$ cat src/rtl/video_capture_if.sv
// video_capture_if: video input, capture control and frame-buffer write bundle.
interface video_capture_if;
  logic        vid_vs;
  logic        vid_de;
  logic [23:0] vid_rgb;
  logic        capture_req;
  logic        ram_wr_en;
  logic [15:0] ram_wr_addr;
  logic [23:0] ram_wr_data;
  logic        busy;
  logic        frame_done;
  logic        frame_err;
  modport master(
    output vid_vs, vid_de, vid_rgb, capture_req,
    input  ram_wr_en, ram_wr_addr, ram_wr_data, busy, frame_done, frame_err
  );
  modport slave(
    input  vid_vs, vid_de, vid_rgb, capture_req,
    output ram_wr_en, ram_wr_addr, ram_wr_data, busy, frame_done, frame_err
  );
endinterface

$ cat src/rtl/video_capture.sv
// video_capture: grabs a window of a VS/DE video stream into a frame buffer.
// Define VIDEO_CAPTURE_GRAY_EN to store luma {Y,Y,Y} instead of raw RGB.
module video_capture #(
  parameter int IMG_W = 256,
  parameter int IMG_H = 256,
  parameter int X_OFS = 0,
  parameter int Y_OFS = 0,
  parameter int CONT  = 0
) (
  input logic clk,
  input logic rst,
  video_capture_if.slave vif
);
  localparam logic [1:0] IDLE = 2'd0, WAIT_VS = 2'd1, CAPTURE = 2'd2, DONE = 2'd3;
  localparam logic [16:0] X_LO = 17'(X_OFS), X_HI = 17'(X_OFS + IMG_W);
  localparam logic [16:0] Y_LO = 17'(Y_OFS), Y_HI = 17'(Y_OFS + IMG_H);
  localparam logic [15:0] LAST = 16'(IMG_W * IMG_H - 1);
  logic        vs1, vs1_d, de1, de1_d;
  logic [23:0] rgb1, pix, wr_data;
  logic [15:0] cx, cy, row, addr, wa, wr_addr;
  logic [1:0]  st;
  logic        vs_rise, de_fall, in_win, wr, wr_en, done, err;
`ifdef VIDEO_CAPTURE_GRAY_EN
  logic [7:0] luma;
  assign luma = 8'((16'd77 * {8'd0, rgb1[23:16]} + 16'd150 * {8'd0, rgb1[15:8]}
                  + 16'd29 * {8'd0, rgb1[7:0]}) >> 8);
  assign pix = {3{luma}};
`else
  assign pix = rgb1;
`endif
  // a pixel arriving with the frame-start edge already belongs to row 0
  always_comb begin
    vs_rise = vs1 & ~vs1_d;
    de_fall = de1_d & ~de1;
    row     = vs_rise ? '0 : cy;
    in_win  = de1 && {1'b0, cx} >= X_LO && {1'b0, cx} < X_HI
                  && {1'b0, row} >= Y_LO && {1'b0, row} < Y_HI;
    wr      = st == CAPTURE && in_win;
    wa      = vs_rise ? '0 : addr;
  end
  always_ff @(posedge clk or posedge rst) begin
    if (rst) begin
      vs1   <= 1'b0;
      vs1_d <= 1'b0;
      de1   <= 1'b0;
      de1_d <= 1'b0;
      rgb1  <= '0;
      cx    <= '0;
      cy    <= '0;
    end else begin
      vs1   <= vif.vid_vs;
      vs1_d <= vs1;
      de1   <= vif.vid_de;
      de1_d <= de1;
      rgb1  <= vif.vid_rgb;
      cx    <= de1 ? cx + 16'd1 : '0;
      cy    <= vs_rise ? '0 : de_fall ? cy + 16'd1 : cy;
    end
  end
  always_ff @(posedge clk or posedge rst) begin
    if (rst) begin
      st      <= IDLE;
      addr    <= '0;
      wr_en   <= 1'b0;
      wr_addr <= '0;
      wr_data <= '0;
      done    <= 1'b0;
      err     <= 1'b0;
    end else begin
      wr_en <= wr;
      done  <= st == DONE;
      if (wr) begin
        wr_addr <= wa;
        wr_data <= pix;
      end
      case (st)
        IDLE: if (vif.capture_req) begin
          st  <= WAIT_VS;
          err <= 1'b0;
        end
        WAIT_VS: if (vs_rise) begin
          st   <= CAPTURE;
          addr <= '0;
        end
        CAPTURE: begin
          if (vs_rise) err <= 1'b1;
          addr <= wr ? wa + 16'd1 : wa;
          if (wr && wa == LAST) st <= DONE;
        end
        default: st <= CONT != 0 ? WAIT_VS : IDLE;
      endcase
    end
  end
  assign vif.ram_wr_en   = wr_en;
  assign vif.ram_wr_addr = wr_addr;
  assign vif.ram_wr_data = wr_data;
  assign vif.busy        = st != IDLE;
  assign vif.frame_done  = done;
  assign vif.frame_err   = err;
endmodule

$ cat src/flat_wrapper.sv
// flat-port wrapper written by rule: the top's interface ports become plain ports
module video_capture_flat 
#(
  parameter int IMG_W = 256,
  parameter int IMG_H = 256,
  parameter int X_OFS = 0,
  parameter int Y_OFS = 0,
  parameter int CONT  = 0
)
  (clk, rst, vif_vid_vs, vif_vid_de, vif_vid_rgb, vif_capture_req, vif_ram_wr_en, vif_ram_wr_addr, vif_ram_wr_data, vif_busy, vif_frame_done, vif_frame_err);
  video_capture_if vif_i ();
  input logic clk;
  input logic rst;
  input wire logic [$bits(vif_i.vid_vs)-1:0] vif_vid_vs;
  input wire logic [$bits(vif_i.vid_de)-1:0] vif_vid_de;
  input wire logic [$bits(vif_i.vid_rgb)-1:0] vif_vid_rgb;
  input wire logic [$bits(vif_i.capture_req)-1:0] vif_capture_req;
  output wire logic [$bits(vif_i.ram_wr_en)-1:0] vif_ram_wr_en;
  output wire logic [$bits(vif_i.ram_wr_addr)-1:0] vif_ram_wr_addr;
  output wire logic [$bits(vif_i.ram_wr_data)-1:0] vif_ram_wr_data;
  output wire logic [$bits(vif_i.busy)-1:0] vif_busy;
  output wire logic [$bits(vif_i.frame_done)-1:0] vif_frame_done;
  output wire logic [$bits(vif_i.frame_err)-1:0] vif_frame_err;
  assign vif_i.vid_vs = vif_vid_vs;
  assign vif_i.vid_de = vif_vid_de;
  assign vif_i.vid_rgb = vif_vid_rgb;
  assign vif_i.capture_req = vif_capture_req;
  assign vif_ram_wr_en = vif_i.ram_wr_en;
  assign vif_ram_wr_addr = vif_i.ram_wr_addr;
  assign vif_ram_wr_data = vif_i.ram_wr_data;
  assign vif_busy = vif_i.busy;
  assign vif_frame_done = vif_i.frame_done;
  assign vif_frame_err = vif_i.frame_err;
  video_capture #(.IMG_W(IMG_W), .IMG_H(IMG_H), .X_OFS(X_OFS), .Y_OFS(Y_OFS), .CONT(CONT)) u_core (.clk(clk), .rst(rst), .vif(vif_i));
endmodule
$ cat config.mk
export PLATFORM = sky130hd
export DESIGN_NAME = video_capture_flat
export DESIGN_NICKNAME = d
export VERILOG_FILES = /design/src/rtl/video_capture_if.sv /design/src/rtl/video_capture.sv /design/src/flat_wrapper.sv
export SDC_FILE = /design/constraint.sdc
export NUM_CORES = 1
export LEC_CHECK = 0
export ABC_AREA = 1
export CAP_MARGIN = 30
export CORE_UTILIZATION = 36
export CTS_BUF_LIST = sky130_fd_sc_hd__clkbuf_4
export CTS_CLUSTER_SIZE = 40
export DETAILED_ROUTE_END_ITERATION = 7
export HOLD_SLACK_MARGIN = 0.15
export SKIP_CTS_REPAIR_TIMING = 1
export SLEW_MARGIN = 40
export SYNTH_ARGS = -nofsm -noshare
export SYNTH_HDL_FRONTEND = slang
export SYNTH_SLANG_ARGS = --single-unit
$ cat constraint.sdc
create_clock -name clk -period 6.1 [get_ports clk]
set_clock_uncertainty 0.1 [all_clocks]
set_input_delay 1.22 -clock clk [delete_from_list [all_inputs] [get_ports clk]]
set_output_delay 1.22 -clock clk [all_outputs]
set_load 0.03 [all_outputs]
# Yosys cells after proc, flatten, opt, wreduce, memory -nomap -nowiden

Index checks and enable logic that the tools add are counted.

Register bits: 121
Latch bits: 0
Memory bits (writable): 0
Memory bits (read-only): 0
Input bits: 29
Output and inout port bits: 44
Logic and storage cells: 56
Memories: 0

Add/subtract/negate cells: 3
$mul: 0
Div/mod/pow operators: 0
Magnitude comparators: 2
Eq/ne operators: 8
Shifts and indexed selects: 0
Muxes and demuxes: 14
Bitwise operators: 4
Reduce and logical (&&, ||, !) cells: 11

Operator list:

| cell                                                 | number |
|---|---|
| two-way mux 16 bit                                   | 6 |
| adder 16 x 1 -> 16 bit (second input constant)       | 3 |
| < comparator 16 x 9 -> 1 bit (second input constant) | 2 |
| case mux 16 bit (2 select lines)                     | 1 |
| equality test 16 bit (second input constant)         | 1 |
| nonzero test 2 bit                                   | 4 |
| two-way mux 2 bit                                    | 3 |
| case mux 2 bit (3 select lines)                      | 1 |
| AND reduction 3 bit                                  | 2 |
| equality test 2 bit (second input constant)          | 2 |
| logical AND 1 bit                                    | 4 |
| != test 2 x 1 -> 1 bit (second input constant)       | 2 |
| != test 2 bit (second input constant)                | 2 |
| AND 1 bit                                            | 2 |
| equality test 2 x 1 -> 1 bit (second input constant) | 1 |
| logical NOT 2 bit                                    | 1 |
| two-way mux 1 bit                                    | 2 |
| inverter 1 bit                                       | 2 |
| case mux 1 bit (2 select lines)                      | 1 |

# Longest topological paths before layout

Gate-level depths: netlist of the first run.

Depth after elaboration: 9
Depth in mapped cells: 13
Mapped depth without buffers: 13

# Worst setup path after synthesis of the first run

No wires, ideal clock.

Path kind: register -> output
Start: register u_core.st[0]
End: output port vif_busy
Arrival: 0.865 ns
Required time: 4.780 ns
Path slack: 3.915 ns
Cell stages (with the launch flop): 4
Path buffers: 0
Path through: dfrtp_1 > inv_1 > ha_1 > inv_1

Cells in the longest elaborated chain, start to end: 1

RTL lines:

| element                | line                | source |
|---|---|---|
| start, declared        | video_capture.sv:21 | `logic [1:0] st;` |
| start signal, assigned | video_capture.sv:90 | `default: st <= CONT != 0 ? WAIT_VS : IDLE;` |
| nonzero test 2 bit     | video_capture.sv:97 | `assign vif.busy = st != IDLE;` |
| end, declared          | flat_wrapper.sv:21  | `output wire logic [$bits(vif_i.busy)-1:0] vif_busy;` |

Every way passes these cells.

# Worst setup path in the final report of the first run

Same ends and word-level chain as after synthesis.

==> run summary, run 1 <==
Mapped Area = 0.00535 mm²
Overall die height = 124 µm
Vias in the first global route = 4181
Cell taking the most area after synthesis = dfrtp_1
Post-DRT Antenna Nets = 0
Largest net degree at the start of global routing = 87
Layout cells sized above 1 = 8.03%
HP Class = reg -> reg
Row Count = 44
Crit path capture type = primary output
Initial DRT Pass Iterations = 4
Gpl congestion = 0.848
Max cap viols = 0
Clk buf depth = 2
HPWL after DPL = 7720 µm
Setup violations, final = 0
Maximum clock rate = 301 MHz
Die W = 124 µm
Cells along the critical path = inv_1, ha_1, inv_1, clkdlybuf4s50_1
Area of the multi-input gates = 0.00200 mm²
Worst path required time = 4.78 ns
Routed wire length on met2 = 5580 µm
Core Area = 0.0145 mm²
Buffers & Inverters on Critical Path = 3
Vias per inst = 4.77
Cts bufs inserted = 17
Slowest stage delay, CP = 0.66 ns
Syn Nets = 643
CTS Root Cell = clkbuf_4
Crit share post-route = 54.4%
Fin crit period = 3.32 ns
Lkg Pwr = 3.01 nW
Sequential-to-total area share from yosys stat = 56.6%
Sequential Area = 0.00303 mm²
Wirelength per Cell = 12.7 µm
Reg clk slew, reported paths = 0.11 ns
Initial Util = 36.8%
Worst slew margin = 61.4%
Nets@finish = 722
Port Buffers = 72
Routed WL = 11200 µm
Total Routing Usage GR = 16.1%
Gr ovfl total = 0
Layout area overhead = 21.2%
CTS sink cnt = 121
Routed length on met3 = 418 µm
Syn_area_per_cell = 8.82 µm²
Startpoint types = flop
Max Used Layer = met4
Slew @ Worst Pin = 0.578 ns
Reg2reg setup slack = 3.66 ns
Initial antenna violation count = 1
Synth cell types = 33
CTS HTree Levels = 4
Commonest cells after routing, fill and taps aside = nand2_1 (196), dfrtp_1 (121), clkdlybuf4s50_1 (72)
CP most frequent cell = inv_1
Slowest cell on crit path = clkdlybuf4s50_1
# IOs = 73
Mapped Cells = 606
DRC = 0
Final Hold Viols = 0
Final core occ = 44.6%
Fill count = 1466
Most common cell after layout, fill and taps aside = nand2_1
Power density over cell area = 342 mW/mm²
Worst-Skew Late Latency = 0.53 ns
Cell family with the largest share of critical-path delay = buffers and inverters
Synth warn = 0
Wl on met1 = 4980 µm
Final Max Slew Viols = 0
RSZ-0062 raised after global routing = no
DR vias = 4206
Crit path kind = reg -> out
CTS tree = done
Crit path max fanout = 5
Die area = 0.0153 mm²
Synth top area share = 56.6%
Status = complete, no violations
First-pass GRT wire length = 19000 µm
Peak supply drop = 184 µV
Yosys reg bits = 121
Synth area leaders = dfrtp_1 (57%), nand2_1 (14%), inv_1 (4.0%)
Setup TNS = 0 ns
Critical Path AT = 2.00 ns
DR iter-0 viols = 178
==> registers in the layout, indices dropped and copies added (netlist names) <==
register / count
u_core.addr: 16
u_core.cx: 16
u_core.cy: 16
u_core.de1: 1
u_core.de1_d: 1
u_core.pix: 24
u_core.st: 2
u_core.vif.frame_done: 1
u_core.vif.frame_err: 1
u_core.vif.ram_wr_addr: 16
u_core.vif.ram_wr_data: 24
u_core.vif.ram_wr_en: 1
u_core.vs1: 1
u_core.vs1_d: 1
==> layout make-up <==
class | instances | share of cell area (%)
antenna | 1 | 0.0386
clock buffer | 19 | 2.20
clock inverter | 12 | 1.62
inverter | 61 | 3.73
multi-input combinational | 411 | 30.9
sequential | 121 | 46.7
tap | 184 | 3.55
timing repair buffer | 73 | 11.2
==> worst register-to-register path, stage by stage (launching register included) <==
cell and delay (ns):
dfrtp_1 0.44, inv_1 0.12, ha_1 0.41, nand3_4 0.52, clkinv_4 0.43, nand2_1 0.18, o21ai_1 0.17
==> routing by layer <==
| layer | track usage (%) | vias up |
|---|---|---|
| met3 | 4.08 | 18 |
| met5 | 0 | - |
| met2 | 26.6 | 78 |
| li1 | - | 2110 |
| met1 | 19.8 | 2000 |
| met4 | 7.53 | 0 |
==> cells in the mapped netlist, drive strengths merged <==
cell      n
o21ai    32
dfrtp   121
nor3b     1
nand2   201
buf      12
nand4    18
xnor2     2
clkinv    2
xor2      7
ha        8
nand3    42
a21oi    20
nor3     21
clkbuf    1
o211ai    1
o32a      1
inv      59
nor2     53
a22oi     1
nor4      3
==> path summary, 6_finish.rpt <==
path | from | endpoint | depth (start not counted)
max reg2reg | u_core.st[0]$_DFFE_PP0P_ | u_core.vif.ram_wr_addr[14]$_DFFE_PP0N_ | 6
max in group asynchronous | rst | u_core.vif.ram_wr_addr[3]$_DFFE_PP0N_ | 3
min | u_core.pix[12]$_DFF_PP0_ | u_core.vif.ram_wr_data[12]$_DFFE_PP0N_ | 2
min reg2reg | u_core.pix[12]$_DFF_PP0_ | u_core.vif.ram_wr_data[12]$_DFFE_PP0N_ | 2
min in group asynchronous | rst | u_core.pix[19]$_DFF_PP0_ | 2
max | u_core.st[0]$_DFFE_PP0P_ | vif_busy | 4
==> metrics by stage <==
stage / instances / instance area (µm²) / hold WS (ns) / worst slack, ns / total power [W]
CTS: 881 / 6470 / 0.352 / 2.71 / 0.00225
global route: 882 / 6480 / 0.365 / 2.63 / 0.00236
detailed placement: 850 / 6230 / 0.332 / 3.19 / 0.00174
floorplan: 606 / 5350 / 0.288 / 1.57 / 0.00146
finish: 882 / 6480 / 0.344 / 2.78 / 0.00222
global placement: 850 / 6220 / 0.323 / 2.99 / 0.00172
==> report_power, final <==
group	internal (W)	switching [W]
Clock	0.000206	0.000300
Combinational	0.000263	0.000461
Sequential	0.000917	0.0000700
Total	0.00139	0.000830
==> cell families (layout without fill, tap and decap cells) <==
kind of cell / count (synthesis) / after routing / share of synthesized area [%]
simple gates: 339 / 339 / 28.6
compound gates: 55 / 55 / 5.55
buf+inv: 74 / 165 / 5.92
fa+ha+maj: 8 / 8 / 1.87
flops: 121 / 121 / 56.6
xor+xnor: 9 / 9 / 1.47
other cells: 0 / 1 / 0
Power figures use the tool's default switching activity.
==> inputs of run 2 (changes only) <==
==> constraint.sdc (replaced) <==
create_clock -name clk -period 2.8 [get_ports clk]
set_clock_uncertainty 0.1 [all_clocks]
set_input_delay 0.56 -clock clk [delete_from_list [all_inputs] [get_ports clk]]
set_output_delay 0.56 -clock clk [all_outputs]
set_load 0.03 [all_outputs]
==> run summary, run 2 (synthesized netlist as in run 1, its figures left out) <==
CTS HTree Levels = 4
Gpl congestion = 0.830
Slowest stage delay, CP = 0.43 ns
Overall die height = 124 µm
CTS sink cnt = 121
Layout area overhead = 23.2%
CTS tree = done
Crit path kind = reg -> out
RSZ-0062 raised after global routing = no
Maximum clock rate = 438 MHz
Buffers & Inverters on Critical Path = 3
Fill count = 1440
Vias per inst = 4.80
Status = complete, no violations
Slowest cell on crit path = dfrtp_1
Sequential Area = 0.00303 mm²
Setup TNS = 0 ns
Total Routing Usage GR = 16.6%
R2r startpoint = u_core.vs1$_DFF_PP0_
Post-DRT Antenna Nets = 0
CP most frequent cell = inv_1
DR iter-0 viols = 259
Slew @ Worst Pin = 0.519 ns
Final Max Slew Viols = 0
Port Buffers = 72
Worst Setup SP = u_core.st[0]$_DFFE_PP0P_
Die W = 124 µm
Most common cell after layout, fill and taps aside = nand2_1
First-pass GRT wire length = 19400 µm
Largest net degree at the start of global routing = 46
Worst-Skew Late Latency = 0.53 ns
Cell family with the largest share of critical-path delay = buffers and inverters
Cells along the critical path = inv_1, ha_1, inv_1, dlymetal6s2s_1
Wirelength per Cell = 13.0 µm
Initial antenna violation count = 1
Row Count = 44
Die area = 0.0153 mm²
Layout cells sized above 1 = 8.30%
Vias in the first global route = 4150
CTS Root Cell = clkbuf_4
Startpoint types = flop
Gr ovfl total = 0
Nets@finish = 725
Reg clk slew, reported paths = 0.10 ns
Core Area = 0.0145 mm²
Crit path max fanout = 5
DR vias = 4242
DRC = 0
Worst path required time = 2.14 ns
Crit share post-route = 81.5%
Setup violations, final = 0
HPWL after DPL = 8140 µm
# IOs = 73
Critical Path AT = 1.62 ns
Final Hold Viols = 0
Initial DRT Pass Iterations = 5
Clk buf depth = 2
Area of the multi-input gates = 0.00200 mm²
Commonest cells after routing, fill and taps aside = nand2_1 (196), dfrtp_1 (121), clkdlybuf4s50_1 (71)
Lkg Pwr = 3.07 nW
Initial Util = 36.8%
HP Class = in -> async
Worst slew margin = 65.1%
Final core occ = 45.3%
Peak supply drop = 278 µV
Max cap viols = 0
Power density over cell area = 772 mW/mm²
Routed WL = 11500 µm
Fin crit period = 2.28 ns
Crit path capture type = primary output
Cts bufs inserted = 17
-- run 2: where the power goes --
group	internal, W	switching (W)	total [W]	leakage (nW)
Sequential	0.00200	0.000153	0.00215	1.58
Combinational	0.000582	0.00101	0.00159	1.33
Clock	0.000694	0.000651	0.00134	0.161
Total	0.00327	0.00181	0.00509	3.07
-- run 2: final cells by class --
cell class	instances	share of cell area, %
timing repair buffer	76	11.8
clock inverter	13	2.74
multi-input combinational	411	30.4
sequential	121	46.0
clock buffer	17	1.94
inverter	61	3.61
antenna	1	0.0380
tap	184	3.50
-- run 2: stage by stage --
step                total power [W]  setup WS (ns)  instances  instance area, µm²  hold slack, ns
floorplan                   0.00319          0.657        606                5350           0.288
detailed placement          0.00380          0.667        853                6270           0.327
finish                      0.00509          0.518        884                6590           0.246
CTS                         0.00517         0.0680        883                6580           0.202
global placement            0.00376          0.734        853                6270           0.325
global route                0.00540          0.382        884                6590           0.225
-- run 2: worst paths after layout --
check                                                        endpoint  slack [ns]  depth (start not counted)
worst min register to register  u_core.vif.ram_wr_data[3]$_DFFE_PP0N_        0.35                          2
worst max-delay path                                         vif_busy        0.52                          4
worst min-delay path                       u_core.addr[6]$_DFFE_PP0P_        0.25                          2
worst max register to register               u_core.st[0]$_DFFE_PP0P_        0.62                         13
min in group clk                             u_core.pix[15]$_DFF_PP0_        0.35                          1
max in group asynchronous             u_core.vif.frame_done$_DFF_PP0_        1.71                          3
-- run 2: routing by layer --
layer | track usage (%) | share of wire, % | up-vias
li1 | - | - | 2123
met1 | 21.1 | 47 | 2049
met2 | 26.6 | 49 | 56
met3 | 4.12 | 2.6 | 14
met4 | 7.53 | 1.5 | 0
met5 | 0 | 0 | -
